`config.mk`:
```
export PLATFORM = sky130hd
export DESIGN_NAME = mem_access_ctrl
export DESIGN_NICKNAME = d
export VERILOG_FILES = /design/src/rtl/mem_pkg.sv /design/src/rtl/mem_access_ctrl.sv
export SDC_FILE = /design/constraint.sdc
export NUM_CORES = 1
export LEC_CHECK = 0
export CAP_MARGIN = 10
export CORE_MARGIN = 4
export CORE_UTILIZATION = 55
export CTS_CLUSTER_SIZE = 12
export DETAILED_ROUTE_END_ITERATION = 7
export DONT_BUFFER_PORTS = 1
export GPL_TIMING_DRIVEN = 0
export PLACE_DENSITY = 0.66
export SETUP_SLACK_MARGIN = 0.5
export SLEW_MARGIN = 30
export SYNTH_ARGS = -nofsm -noshare
export SYNTH_HDL_FRONTEND = slang
export SYNTH_SLANG_ARGS = --single-unit
```
`constraint.sdc`:
```
create_clock -name clk -period 1.8 [get_ports clk]
set_input_delay 0.18 -clock clk [delete_from_list [all_inputs] [get_ports clk]]
set_output_delay 0.18 -clock clk [all_outputs]
set_load 0.05 [all_outputs]
```
`src/rtl/mem_pkg.sv`:
```
// Shared encodings for the memory access controller: operation codes, FSM states
// and a small decode helper.
package mem_pkg;

    // Request operation codes carried on req_op.
    typedef enum logic [1:0] {
        OP_READ  = 2'b00,
        OP_WRITE = 2'b01,
        OP_INC   = 2'b10,
        OP_RSVD  = 2'b11
    } op_e;

    // Controller FSM states.
    typedef enum logic [2:0] {
        StIdle = 3'd0,
        StRd   = 3'd1,
        StCap  = 3'd2,
        StWr   = 3'd3,
        StRsp  = 3'd4
    } state_e;

    // True for operations that start with a memory read.
    function automatic logic op_reads_mem(input op_e op);
        return (op == OP_READ) || (op == OP_INC);
    endfunction

endpackage

```
`src/rtl/mem_access_ctrl.sv`:
```
// Request/response front end for a single-port synchronous data memory.
// Sequences READ, WRITE and read-modify-write INC through a Moore FSM and
// drives the active-low memory strobes directly.
module mem_access_ctrl
    import mem_pkg::*;
#(
    parameter int unsigned ADDR_W = 4,
    parameter int unsigned DATA_W = 4
) (
    input  logic              clk,
    input  logic              clr,
    input  logic              req_valid,
    output logic              req_ready,
    input  logic [1:0]        req_op,
    input  logic [ADDR_W-1:0] req_addr,
    input  logic [DATA_W-1:0] req_wdata,
    output logic              rsp_valid,
    input  logic              rsp_ready,
    output logic [DATA_W-1:0] rsp_data,
    output logic [ADDR_W-1:0] mem_address,
    output logic [DATA_W-1:0] mem_write_data,
    output logic              mem_mrd,
    output logic              mem_mwr,
    input  logic [DATA_W-1:0] mem_read_data
);

    state_e            state_q, state_d;
    op_e               op_q, op_d;
    logic [ADDR_W-1:0] addr_q, addr_d;
    logic [DATA_W-1:0] wdata_q, wdata_d;
    // Holds the captured read value and doubles as the response data register.
    logic [DATA_W-1:0] rdata_q, rdata_d;
    logic              accept;
    op_e               req_op_dec;

    assign req_op_dec = op_e'(req_op);
    assign accept     = req_valid && req_ready;

    // Next-state logic and request/read-data capture.
    always_comb begin
        state_d = state_q;
        op_d    = op_q;
        addr_d  = addr_q;
        wdata_d = wdata_q;
        rdata_d = rdata_q;
        unique case (state_q)
            StIdle: begin
                if (accept) begin
                    op_d    = req_op_dec;
                    addr_d  = req_addr;
                    wdata_d = req_wdata;
                    if (op_reads_mem(req_op_dec)) begin
                        state_d = StRd;
                    end else if (req_op_dec == OP_WRITE) begin
                        state_d = StWr;
                    end else begin
                        // Reserved op: consumed by the handshake, otherwise ignored.
                        state_d = StIdle;
                    end
                end
            end
            StRd: begin
                state_d = StCap;
            end
            StCap: begin
                rdata_d = mem_read_data;
                state_d = (op_q == OP_INC) ? StWr : StRsp;
            end
            StWr: begin
                if (op_q == OP_WRITE) begin
                    rdata_d = '0;
                end
                state_d = StRsp;
            end
            StRsp: begin
                if (rsp_ready) begin
                    state_d = StIdle;
                end
            end
            default: begin
                state_d = StIdle;
            end
        endcase
    end

    // State and datapath registers with synchronous active-low clear.
    always_ff @(posedge clk) begin
        if (!clr) begin
            state_q <= StIdle;
            op_q    <= OP_READ;
            addr_q  <= '0;
            wdata_q <= '0;
            rdata_q <= '0;
        end else begin
            state_q <= state_d;
            op_q    <= op_d;
            addr_q  <= addr_d;
            wdata_q <= wdata_d;
            rdata_q <= rdata_d;
        end
    end

    // Outputs decoded from state; strobes and ready are masked by clr so nothing
    // reaches the memory or the requester while the clear is applied.
    always_comb begin
        req_ready      = clr && (state_q == StIdle);
        rsp_valid      = (state_q == StRsp);
        rsp_data       = rdata_q;
        mem_mrd        = !(clr && (state_q == StRd));
        mem_mwr        = !(clr && (state_q == StWr));
        mem_address    = '0;
        mem_write_data = '0;
        if ((state_q == StRd) || (state_q == StWr)) begin
            mem_address = addr_q;
        end
        if (state_q == StWr) begin
            mem_write_data = (op_q == OP_INC) ? rdata_q + DATA_W'(1) : wdata_q;
        end
    end

    // The two strobes are mutually exclusive by construction.
    assert property (@(posedge clk) !(!mem_mrd && !mem_mwr));

    // Response data may not change while the consumer is stalling.
    assert property (@(posedge clk) disable iff (!clr)
                     (rsp_valid && !rsp_ready) |=> (rsp_data == $past(rsp_data)));

endmodule

```
=== Word-level counts from Yosys, hierarchy flattened ===
Cells that the tools add are included.

* Register bits after elaboration: 17
* Output and inout bits: 16
* Logic and storage cells: 42

* $add $sub $neg: 1
* Eq/ne operators: 11
* Mux-type cells: 11
* Reductions and logical operators: 14

{| class="wikitable"
|+ Operators with widths
! operator !! number
|-
| $mux 4 || 4
|-
| $pmux 3 s5 || 1
|-
| $mux 3 || 3
|-
| $pmux 4 s2 || 1
|-
| $eq 3x2->1 const B || 2
|-
| $reduce_and 2->1 || 3
|-
| $add 4x1->4 const B || 1
|-
| $eq 2x1->1 const B || 2
|-
| $eq 2x2->1 const B || 2
|-
| $logic_and 1x1->1 || 4
|-
| $mux 2 || 2
|-
| $ne 2x2->1 const B || 2
|-
| $eq 3x1->1 const B || 1
|-
| $eq 3x3->1 const B || 1
|-
| $logic_not 3->1 || 1
|-
| $logic_not 1->1 || 2
|-
| $logic_not 2->1 || 1
|-
| $logic_or 1x1->1 || 2
|-
| $ne 2x1->1 const B || 1
|-
| $reduce_bool 2->1 || 1
|}

=== Logic depth before layout (Yosys ltp) ===
Gate-level depths: netlist (run 1).

* Word-level depth: 5
* Depth in mapped cells: 4
* Mapped depth without buffers: 3

=== Worst setup path after synthesis (run 1) ===
Ideal clock, no wire load.

* Path type: register to output
* From: register rdata_q[0] (netlist: rsp_data[0])
* To: output mem_write_data[3]
* Arrival: 2225 ps
* Data required time: 1620 ps
* Slack: -605 ps
* Cell stages (with the launch flop): 4
* Path through: dfxtp_1 > nand3_1 > xor2_1 > a211oi_1

* Longest elaborated chain between the ends: 3

{| class="wikitable"
|+ Ends and longest elaborated chain
! element !! RTL line !! source
|-
| start: declaration || mem_access_ctrl.sv:32 || <nowiki>logic [DATA_W-1:0] rdata_q, rdata_d;</nowiki>
|-
| start signal: assignment || mem_access_ctrl.sv:99 || <nowiki>rdata_q <= rdata_d;</nowiki>
|-
| $add 4x1->4 || mem_access_ctrl.sv:117 || <nowiki>mem_write_data = (op_q == OP_INC) ? rdata_q + DATA_W'(1) : wdata_q;</nowiki>
|-
| $mux 4 || mem_access_ctrl.sv:117 ||
|-
| $mux 4 || mem_access_ctrl.sv:116 || <nowiki>if (state_q == StWr) begin</nowiki>
|-
| end: declaration || mem_access_ctrl.sv:21 || <nowiki>output logic [DATA_W-1:0] mem_write_data,</nowiki>
|}

Every way passes these cells.

=== Final worst setup path (run 1) ===
Ends and elaborated chain as after synthesis.

==> flow_summary.json, run 1 <==
{
  "antenna_found_initial": 0,
  "grt_pass1_vias": 676,
  "syn-num-nets": 111,
  "setup_violations": 1,
  "stdcell_area_um2": 1279,
  "placed_area_um2": 1003,
  "power.density_nw_per_um2": 722.3,
  "overall_via_count_from_detail_route": 777,
  "groute.usage.overall": 0.2133,
  "syn-instance-count": 92,
  "most-common-layout-cells": "10 x sky130_fd_sc_hd__a31o_1, 9 x sky130_fd_sc_hd__and3_1, 8 x sky130_fd_sc_hd__dfxtp_1",
  "die_height_um": 47.99,
  "cts.sink_count": 17,
  "worst-r2r-cell-count": 4,
  "maximum_clock_skew_at_final_layout_ns": 0.001012,
  "tritoncts": "yes",
  "cp_slowest_cell": "sky130_fd_sc_hd__a211oi_4",
  "grt_overflow_total": 0,
  "min_period_ns": 1.807,
  "synth_top_cell_by_area": "sky130_fd_sc_hd__dfxtp_1",
  "drt-wirelength-per-cell_um": 18.98,
  "cp_data_required_time_ns": 1.62,
  "syn_area_per_cell_um2": 9.561,
  "drt_wl_total_um": 2353,
  "detail_route.drc_violations": 0,
  "cp_max_fo": 5,
  "power_frac_comb": 0.287,
  "final_core_utilization": 0.8488,
  "dp_slack_ns": 0.2903,
  "dieArea_um2": 2303,
  "setup.reg_to_reg.worst_slack_ns": 0.42,
  "clock_latency_ns": 0.30,
  "clock_tree.htree_level_count": 1,
  "setup.worst_path.start_class": "flop",
  "yosysWarningCount": 0,
  "synth_top_area_frac": 0.3869,
  "cp_data_arrival_time_ns": 1.63,
  "clkPwrFrac": 0.231,
  "placement.io_buffers": 0,
  "max_slew.worst_pin.slew_ns": 0.5980,
  "clock-root-buffer": "sky130_fd_sc_hd__clkbuf_4",
  "synth_area_um2": 879.6,
  "net-switching-power_w": 0.0003136,
  "postLayoutSetupSlackWorst_ns": -0.006804,
  "hold_viol_final": 0,
  "cts.clk_slew.worst_paths_ns": 0.10,
  "worst_setup_path_end_kind": "output port",
  "path_cells": "nand3_4, xor2_2, a211oi_4",
  "worstSetupPathDepth": 3,
  "crit_path_end": "mem_write_data[3]",
  "ir_drop_worst_case_vdd_mv": 0.5479,
  "detailedRoute.firstPassIterationCount": 4,
  "final_layout_size_suffix_gt1_frac": 0.5278,
  "p_sw_frac": 0.3396,
  "antenna_violating_nets_post_route": 0,
  "area_growth_syn_to_layout_pct": 45.38,
  "final_min_period_over_clock_period": 1.004,
  "layout_commonest_cell": "sky130_fd_sc_hd__a31o_1",
  "outcome": "finished with violations",
  "viasPerCell": 6.266,
  "worstSetupStartpoint": "rsp_data[0]",
  "critPathBufInv": 0,
  "placementRows": 14,
  "grt_first_pass_wirelength_um": 3243,
  "maxClockFrequency_ghz": 0.5535,
  "hold_path_class": "in -> reg",
  "initial_core_util": 0.5839,
  "grt_start_max_net_pins": 11,
  "cpPeakStageDelay_ns": 0.55,
  "critical_path.reg2reg.endpoint": "state_q[2]",
  "crit_family": "compound AO/OA/AOI/OAI gates",
  "n_antenna_cell": 0,
  "reg_to_reg_startpoint": "state_q[0]",
  "synth.top_cells.by_area": "sky130_fd_sc_hd__dfxtp_1 39%, sky130_fd_sc_hd__a31o_1 10%, sky130_fd_sc_hd__and3_1 6.4%, sky130_fd_sc_hd__nor2b_1 5.0%, sky130_fd_sc_hd__a32o_1 4.6%",
  "cts_buffers": 3,
  "seqPwrFrac": 0.482,
  "violations": "negative setup slack",
  "slew-limit-headroom": 0.6001,
  "number_of_distinct_library_cell_variants_in_the_gate_level_netlist_after_synthesis": 29,
  "gpl.final_weighted_congestion": 0.7732,
  "fin_nets": 128,
  "yosysSeqAreaShare": 0.3869,
  "chipWidth_um": 47.99,
  "grt_setup_unrepaired": "true",
  "timing_max_transition_violations_final": 0,
  "initialDrtViolationCount": 18,
  "ctsLongestPathBuffers": 2,
  "drv.max_cap_violation_count": 0,
  "synth-seq-cells": 17,
  "fill_cells": 84,
  "whs_ns": 0.01392,
  "total_core_area_um2": 1506,
  "boundaryPins": 34,
  "power.leakage_nw": 0.4986,
  "internal_power_w": 0.0006100,
  "timing_worst_setup_path_type": "reg -> out"
}
synthesized netlist by cell type, drive strengths merged:
library cell	instances
dfxtp	17
nand3b	1
a221oi	1
nor2b	7
xnor2	1
nor2	7
and2b	2
nor3b	4
a22oi	1
nand2	4
a32o	4
and2	5
and3	10
nand3	2
buf	6
a211oi	2
inv	2
xor2	1
ha	1
o21ai	1
a31o	10
mux2i	2
o21a	1
power groups by stage:
stage | Sequential, W | Combinational, W | Clock, W
after floorplan | 0.000446 | 0.000157 | 0
after global placement | 0.000451 | 0.000176 | 0
after detailed placement | 0.000452 | 0.000181 | 0
after CTS | 0.000445 | 0.000236 | 0.000220
after global routing | 0.000449 | 0.000281 | 0.000232
final | 0.000445 | 0.000265 | 0.000214
how the worst min path moves through the flow:
stage	start	end	slack, ns	depth (start not counted)
after floorplan	mem_read_data[0]	rsp_data[0]	0.30	1
after global placement	mem_read_data[2]	rsp_data[2]	0.31	1
after detailed placement	mem_read_data[3]	rsp_data[3]	0.31	1
after CTS	mem_read_data[2]	rsp_data[2]	0.02	1
after global routing	mem_read_data[2]	rsp_data[2]	0.02	1
final	mem_read_data[2]	rsp_data[2]	0.01	1
kinds of logic (layout without fill, tap and decap cells):
kind of cell               count (synthesis)  after routing  share of synthesized area
buffers and inverters                      8             24                    0.05264
AOI/OAI and AO/OA                         20             20                     0.1991
xor gates and xnor gates                   2              2                    0.01992
adders and majority gates                  1              1                    0.01422
DFF                                       17             17                     0.3869
muxes                                      2              2                    0.02276
and+or+nand+nor                           42             42                     0.3044
routing by layer:
layer / wire length, µm / up-vias / global-route usage / part of all wire
li1: - / 369 / - / -
met1: 997 / 375 / 0.2624 / 0.42
met2: 1191 / 31 / 0.3404 / 0.51
met3: 138 / 2 / 0.07143 / 0.059
met4: 25 / 0 / 0.08602 / 0.011
met5: 0 / - / 0 / 0
timing repair:
| action | in CTS | in global routing |
|---|---|---|
| hold buffers | 3 | 0 |
| setup buffers | 4 | 4 |
| gates resized for setup | 33 | 9 |
| pin swaps | 18 | 2 |
| gates cloned | 0 | 1 |
| endpoints found under the hold margin | 3 | 0 |
| endpoints found under the setup margin | 13 | 24 |
sequential cells by signal (all words and copies together), names as in the netlist:
signal	cells
addr_q	4
state_q	3
op_q	2
wdata_q	4
rsp_data	4
area by class of cell:
type	count	area, µm²	area share
Clock buffer	3	22.52	0.01761
Sequential cell	17	364.1	0.2847
Multi-Input combinational cell	67	675.6	0.5284
Buffer	6	62.56	0.04892
Tap cell	16	20.02	0.01566
Clock inverter	1	5.005	0.003914
Timing Repair Buffer	12	121.4	0.09491
Inverter	2	7.507	0.005871
stage by stage:
step	TNS (ns)	total power (W)	cells
floorplan	0	0.0006026	92
global placement	0	0.0006273	108
detailed placement	0	0.0006331	108
CTS	-0.04021	0.0009010	119
global route	-0.09594	0.0009623	124
finish	-0.006804	0.0009237	124
Note: power is estimated with default switching activity, not from simulation.
==> run 2, diff against run 1 <==
Settings changed: CORE_UTILIZATION 55 to 60, PLACE_DENSITY 0.66 to 0.72.
==> flow_summary.json, run 2 <==
{
  "outcome": "stopped before the end",
  "failing_step": "5_1_grt",
  "error_message": "[ERROR DPL-0033] detailed placement checks failed during check placement.",
  "synth-seq-cells": 17,
  "ctsLongestPathBuffers": 2,
  "ys_dominant_reg_cell": "sky130_fd_sc_hd__dfxtp_1",
  "boundaryPins": 34,
  "synth.top_cells.by_area": "sky130_fd_sc_hd__dfxtp_1 39%, sky130_fd_sc_hd__a31o_1 10%, sky130_fd_sc_hd__and3_1 6.4%, sky130_fd_sc_hd__nor2b_1 5.0%, sky130_fd_sc_hd__a32o_1 4.6%",
  "die_height_um": 46.29,
  "worst_path_end_type": "output port",
  "gpl.final_weighted_congestion": 0.8070,
  "placement.io_buffers": 0,
  "yosysSeqAreaShare": 0.3869,
  "synth_top_cell_by_area": "sky130_fd_sc_hd__dfxtp_1",
  "synth_edf_count": 0,
  "ys_top_cells_by_count": "17 x sky130_fd_sc_hd__dfxtp_1, 10 x sky130_fd_sc_hd__a31o_1, 9 x sky130_fd_sc_hd__and3_1",
  "syn-num-nets": 111,
  "synth_area_um2": 879.6,
  "cts-hold-fix-buffers": 0,
  "antenna_found_initial": 0,
  "placementRows": 13,
  "clock-root-buffer": "sky130_fd_sc_hd__clkbuf_4",
  "clock_tree.htree_level_count": 1,
  "cts_buffers": 3,
  "cts.sink_count": 17,
  "yosysMostFrequentCell": "sky130_fd_sc_hd__dfxtp_1",
  "asyncSetResetFlopFracSynth": 0,
  "synth_top_area_frac": 0.3869,
  "number_of_distinct_library_cell_variants_in_the_gate_level_netlist_after_synthesis": 29,
  "worst_endpoint": "mem_write_data[3]",
  "yosysWarningCount": 0,
  "syn-instance-count": 92,
  "initial_core_util": 0.6595,
  "grt_start_max_net_pins": 11,
  "syn_area_per_cell_um2": 9.561,
  "chipWidth_um": 46.29
}
## run 2: repair_timing
item | in CTS
endpoints found under the setup margin | 13
setup buffers | 6
gates resized for setup | 25
pin swaps | 6
endpoints found under the hold margin | 0
## run 2: kinds of logic after synthesis
kind of cell,synth area share
XOR/XNOR,0.01992
AO/OA/AOI/OAI,0.1991
multiplexers,0.02276
adder cells (fa/ha/maj),0.01422
flip-flops,0.3869
buffers and inverters,0.05264
AND/OR/NAND/NOR,0.3044
## run 2: metrics by stage
step           worst slack [ns]  instance area (µm²)  std cells
2_1_floorplan            0.3668                983.4         92
3_5_place_dp             0.2919                 1002        107
3_3_place_gp             0.3034                 1002        107
4_1_cts                0.001340                 1159        117
==> run 3, diff against run 2 <==
Settings changed: CORE_AREA from default to 4 4 65 67, CORE_MARGIN 4 to default, CORE_UTILIZATION 60 to default, CTS_CLUSTER_SIZE 12 to default, DIE_AREA from default to 0 0 69 71, PLACE_DENSITY 0.72 to default, PLACE_DENSITY_LB_ADDON from default to 0.15, SETUP_SLACK_MARGIN 0.5 to default.
==> flow_summary.json, run 3 (synthesis gave the netlist of run 1 again) <==
{
  "outcome": "finished, final reports clean",
  "initial_core_util": 0.2421,
  "viasPerCell": 4.938,
  "grt_first_pass_wirelength_um": 3905,
  "place_hpwl_um": 1760,
  "cp_slowest_cell": "sky130_fd_sc_hd__a211oi_4",
  "antenna_found_initial": 0,
  "clock_tree.htree_level_count": 1,
  "drt_wl_total_um": 2379,
  "chipWidth_um": 69,
  "layout_commonest_cell": "sky130_fd_sc_hd__dfxtp_1",
  "overall_via_count_from_detail_route": 716,
  "cts.sink_count": 17,
  "grt_overflow_total": 0,
  "total_core_area_um2": 3633,
  "die_height_um": 71,
  "maximum_clock_skew_at_final_layout_ns": 0.005056,
  "clock_latency_ns": 0.25,
  "n_antenna_cell": 0,
  "timing_worst_setup_path_type": "reg -> out",
  "ctsLongestPathBuffers": 2,
  "power.leakage_nw": 0.4177,
  "initialDrtViolationCount": 27,
  "cp_max_fo": 4,
  "timing_max_transition_violations_final": 0,
  "clock-root-buffer": "sky130_fd_sc_hd__clkbuf_8",
  "cp_data_required_time_ns": 1.62,
  "cts_buffers": 3,
  "ir_drop_worst_case_vdd_mv": 0.4430,
  "stdcell_area_um2": 1072,
  "groute.usage.overall": 0.09982,
  "detail_route.drc_violations": 0,
  "cp_data_arrival_time_ns": 1.57,
  "path_cells": "nand3_2, xor2_2, a211oi_4",
  "min_period_ns": 1.751,
  "final_min_period_over_clock_period": 0.9730,
  "cpPeakStageDelay_ns": 0.57,
  "gr-usage-met3": 0.03977,
  "cts.clk_slew.worst_paths_ns": 0.06,
  "most-common-layout-cells": "11 x sky130_fd_sc_hd__dfxtp_1, 10 x sky130_fd_sc_hd__a31o_1, 9 x sky130_fd_sc_hd__and3_1",
  "use_met1": 0.1239,
  "whs_ns": 0.05602,
  "dieArea_um2": 4899,
  "hold_viol_final": 0,
  "grt_util_met2": 0.1578,
  "power.density_nw_per_um2": 849.5,
  "final_core_utilization": 0.2951,
  "worst_setup_path_end_kind": "output port",
  "setup.worst_path.start_class": "flop",
  "area_growth_syn_to_layout_pct": 21.91,
  "drt-wirelength-per-cell_um": 16.41,
  "grt_pass1_vias": 764,
  "grt_setup_unrepaired": "true",
  "setup_violations": 0,
  "tritoncts": "yes",
  "placementRows": 22,
  "detailedRoute.firstPassIterationCount": 4,
  "fin_nets": 117,
  "instances_no_fill": 145,
  "setup.reg_to_reg.worst_slack_ns": 0.21,
  "placed_cells_incl_taps": 140,
  "cts-hold-fix-buffers": 0,
  "placed_area_um2": 962.2,
  "placement.io_buffers": 0,
  "boundaryPins": 34,
  "final_layout_size_suffix_gt1_frac": 0.3299,
  "grt_start_max_net_pins": 11,
  "gpl.final_weighted_congestion": 0.7692,
  "max_slew.worst_pin.slew_ns": 0.8907,
  "antenna_violating_nets_post_route": 0,
  "hold_path_class": "in -> reg",
  "grt_most_used_layer": "met2",
  "maxClockFrequency_ghz": 0.5710,
  "slew-limit-headroom": 0.4040,
  "drv.max_cap_violation_count": 0
}
[run 3: area by class of cell]
type	instances	area, µm²
Buffer	6	45.04
Clock buffer	4	45.04
Fill cell	423	2561
Inverter	2	7.507
Multi-Input combinational cell	67	551.8
Sequential cell	17	355.3
Tap cell	48	60.06
Timing Repair Buffer	1	7.507
[run 3: final timing paths]
check / endpoint / from / cells past startpoint
worst max-delay path: mem_write_data[3] / rsp_data[2] / 3
worst min-delay path: rsp_data[2] / mem_read_data[2] / 1
worst min register to register: addr_q[2] / addr_q[2] / 1
worst max register to register: state_q[2] / state_q[1] / 4
[run 3: where the power goes]
group / internal (W) / leakage, nW / total (W) / switching (W)
Sequential: 0.000404 / 0.143 / 0.000442 / 0.0000380
Combinational: 0.0000692 / 0.252 / 0.000181 / 0.000111
Clock: 0.000157 / 0.0228 / 0.000288 / 0.000131
Total: 0.000631 / 0.418 / 0.000911 / 0.000280
[run 3: stage by stage]
step                worst slack [ns]   power, W  setup TNS [ns]
finish                       0.04865  0.0009109               0
global route                -0.02361  0.0009659        -0.03724
CTS                         0.001583  0.0009173               0
detailed placement           -0.2557  0.0006202         -0.3567
global placement             -0.2205  0.0006174         -0.3045
floorplan                    -0.1370  0.0005869         -0.1370
[run 3: metal layers]
layer / share of wire / up-vias
met4: 0.0059 / 0
li1: - / 344
met5: 0 / -
met1: 0.46 / 347
met2: 0.46 / 23
met3: 0.069 / 2
[run 3: timing repair]
action                                  4_1_cts  5_1_grt
cloned                                        0        0
pin swaps                                     2        2
gates resized for setup                      13        7
buffers inserted                              0        1
endpoints found under the setup margin        4        4
hold endpoints to repair                      0        0
[run 3: critical path, delay by kind of cell (launching register included)]
kind                      cells  cell delay [ns]
AOI/OAI and AO/OA             1             0.57
xor gates and xnor gates      1             0.18
and+or+nand+nor               1             0.11
DFF                           1             0.46
==> run 4, diff against run 3 <==
Clock period 1.8 ns to 2.05 ns, I/O delays scaled along.
==> flow_summary.json, run 4 (synthesis gave the netlist of run 1 again) <==
{
  "final_min_period_over_clock_period": 0.9475,
  "total_core_area_um2": 3633,
  "clock-root-buffer": "sky130_fd_sc_hd__clkbuf_8",
  "clock_tree.htree_level_count": 1,
  "final.setup.tns_ns": 0,
  "ctsLongestPathBuffers": 2,
  "die_height_um": 71,
  "initialDrtViolationCount": 30,
  "cts.clk_slew.worst_paths_ns": 0.07,
  "worst_setup_path_end_kind": "output port",
  "area_growth_syn_to_layout_pct": 17.78,
  "ir_drop_worst_case_vdd_mv": 0.3676,
  "most-common-layout-cells": "13 x sky130_fd_sc_hd__dfxtp_1, 10 x sky130_fd_sc_hd__a31o_1, 9 x sky130_fd_sc_hd__and3_1",
  "antenna_violating_nets_post_route": 0,
  "net-switching-power_w": 0.0002378,
  "grt_start_max_net_pins": 11,
  "seqPwrFrac": 0.494,
  "placement.io_buffers": 0,
  "internal_power_w": 0.0005516,
  "boundaryPins": 34,
  "outcome": "finished, final reports clean",
  "cts_post_setup_buffers_inserted": 0,
  "slew-limit-headroom": 0.4077,
  "cts-hold-fix-buffers": 0,
  "initial_core_util": 0.2421,
  "p_sw_frac": 0.3012,
  "dieArea_um2": 4899,
  "detail_route.drc_violations": 0,
  "hold_viol_final": 0,
  "postLayoutSetupSlackWorst_ns": 0.1077,
  "instances_no_fill": 146,
  "multi_input_area_um2": 528.0,
  "layout_commonest_cell": "sky130_fd_sc_hd__dfxtp_1",
  "setup_violations": 0,
  "grt_pass1_vias": 741,
  "power_frac_comb": 0.192,
  "gpl.final_weighted_congestion": 0.7598,
  "cp_data_required_time_ns": 1.85,
  "drt_wl_total_um": 2295,
  "setup.worst_path.start_class": "flop",
  "cp_max_fo": 3,
  "cts_buffers": 3,
  "hold_path_class": "in -> reg",
  "grt_setup_unrepaired": "false",
  "final_layout_size_suffix_gt1_frac": 0.2653,
  "timing_max_transition_violations_final": 0,
  "timing_worst_setup_path_type": "reg -> out",
  "detailedRoute.firstPassIterationCount": 4,
  "power.leakage_nw": 0.4055,
  "overall_via_count_from_detail_route": 696,
  "grt_first_pass_wirelength_um": 3795,
  "cp_data_arrival_time_ns": 1.74,
  "fill_cells": 420,
  "maxClockFrequency_ghz": 0.5148,
  "whs_ns": 0.07812,
  "cts.sink_count": 17,
  "viasPerCell": 4.767,
  "groute.usage.overall": 0.09556,
  "maximum_clock_skew_at_final_layout_ns": 0.001732,
  "clkPwrFrac": 0.313,
  "fin_nets": 118,
  "min_period_ns": 1.942,
  "tritoncts": "yes",
  "antenna_found_initial": 0,
  "chipWidth_um": 69,
  "place_hpwl_um": 1723,
  "drv.max_cap_violation_count": 0,
  "placed_cells_incl_taps": 142,
  "clock_latency_ns": 0.25,
  "placementRows": 22,
  "n_antenna_cell": 0,
  "dp_slack_ns": -0.02393,
  "max_slew.worst_pin.slew_ns": 0.8851,
  "drt-wirelength-per-cell_um": 15.72,
  "power.density_nw_per_um2": 762.0,
  "grt_overflow_total": 0,
  "register_area_um2": 345.3
}
-- run 4: routing by layer --
layer  GRT usage  wire (µm)  up-vias
met3     0.03977        179        2
met4     0.01952          8        0
met1      0.1203       1039      322
met5           0          0        -
met2      0.1536       1068       29
li1            -          -      343
-- run 4: area by class of cell --
type,count,share of cell area
sequential,17,0.3333
tap,48,0.05797
buffer,6,0.03744
clock buffer,4,0.04348
inverter,2,0.007246
multi-input combinational,67,0.5097
timing repair buffer,2,0.01087
-- run 4: through the flow --
stage | instance area, µm² | util | total power, W
2_1_floorplan | 889.6 | - | 0.0005121
6_report | 1036 | 0.2851 | 0.0007894
4_1_cts | 1035 | 0.2848 | 0.0008060
3_3_place_gp | 949.7 | 0.2614 | 0.0005387
5_1_grt | 1036 | 0.2851 | 0.0008295
3_5_place_dp | 965.9 | 0.2658 | 0.0005441
-- run 4: repair_timing --
| item | 4_1_cts | 5_1_grt |
|---|---|---|
| endpoints found under the setup margin | 4 | 4 |
| gates resized for setup | 7 | 1 |
| pin swaps | 0 | 1 |
-- run 4: path summary, 6_finish.rpt --
check | cells after the start | to | slack [ns] | start
max | 2 | mem_write_data[3] | 0.11 | rsp_data[3]
min | 1 | rsp_data[1] | 0.08 | mem_read_data[1]
max reg2reg | 6 | state_q[2] | 0.77 | state_q[1]
min reg2reg | 1 | addr_q[3] | 0.47 | addr_q[3]
-- run 4: power groups by stage --
stage          clock (W)  combinational [W]  sequential (W)
6_report        0.000247           0.000152        0.000390
5_1_grt         0.000268           0.000168        0.000394
4_1_cts         0.000262           0.000154        0.000390
3_5_place_dp           0           0.000147        0.000397
3_3_place_gp           0           0.000143        0.000395
2_1_floorplan          0           0.000122        0.000390
-- run 4: worst max-delay path, stage by stage (launching register included) --
cell,delay [ns]
sky130_fd_sc_hd__dfxtp_1,0.69
sky130_fd_sc_hd__xor2_1,0.20
sky130_fd_sc_hd__a211oi_4,0.60
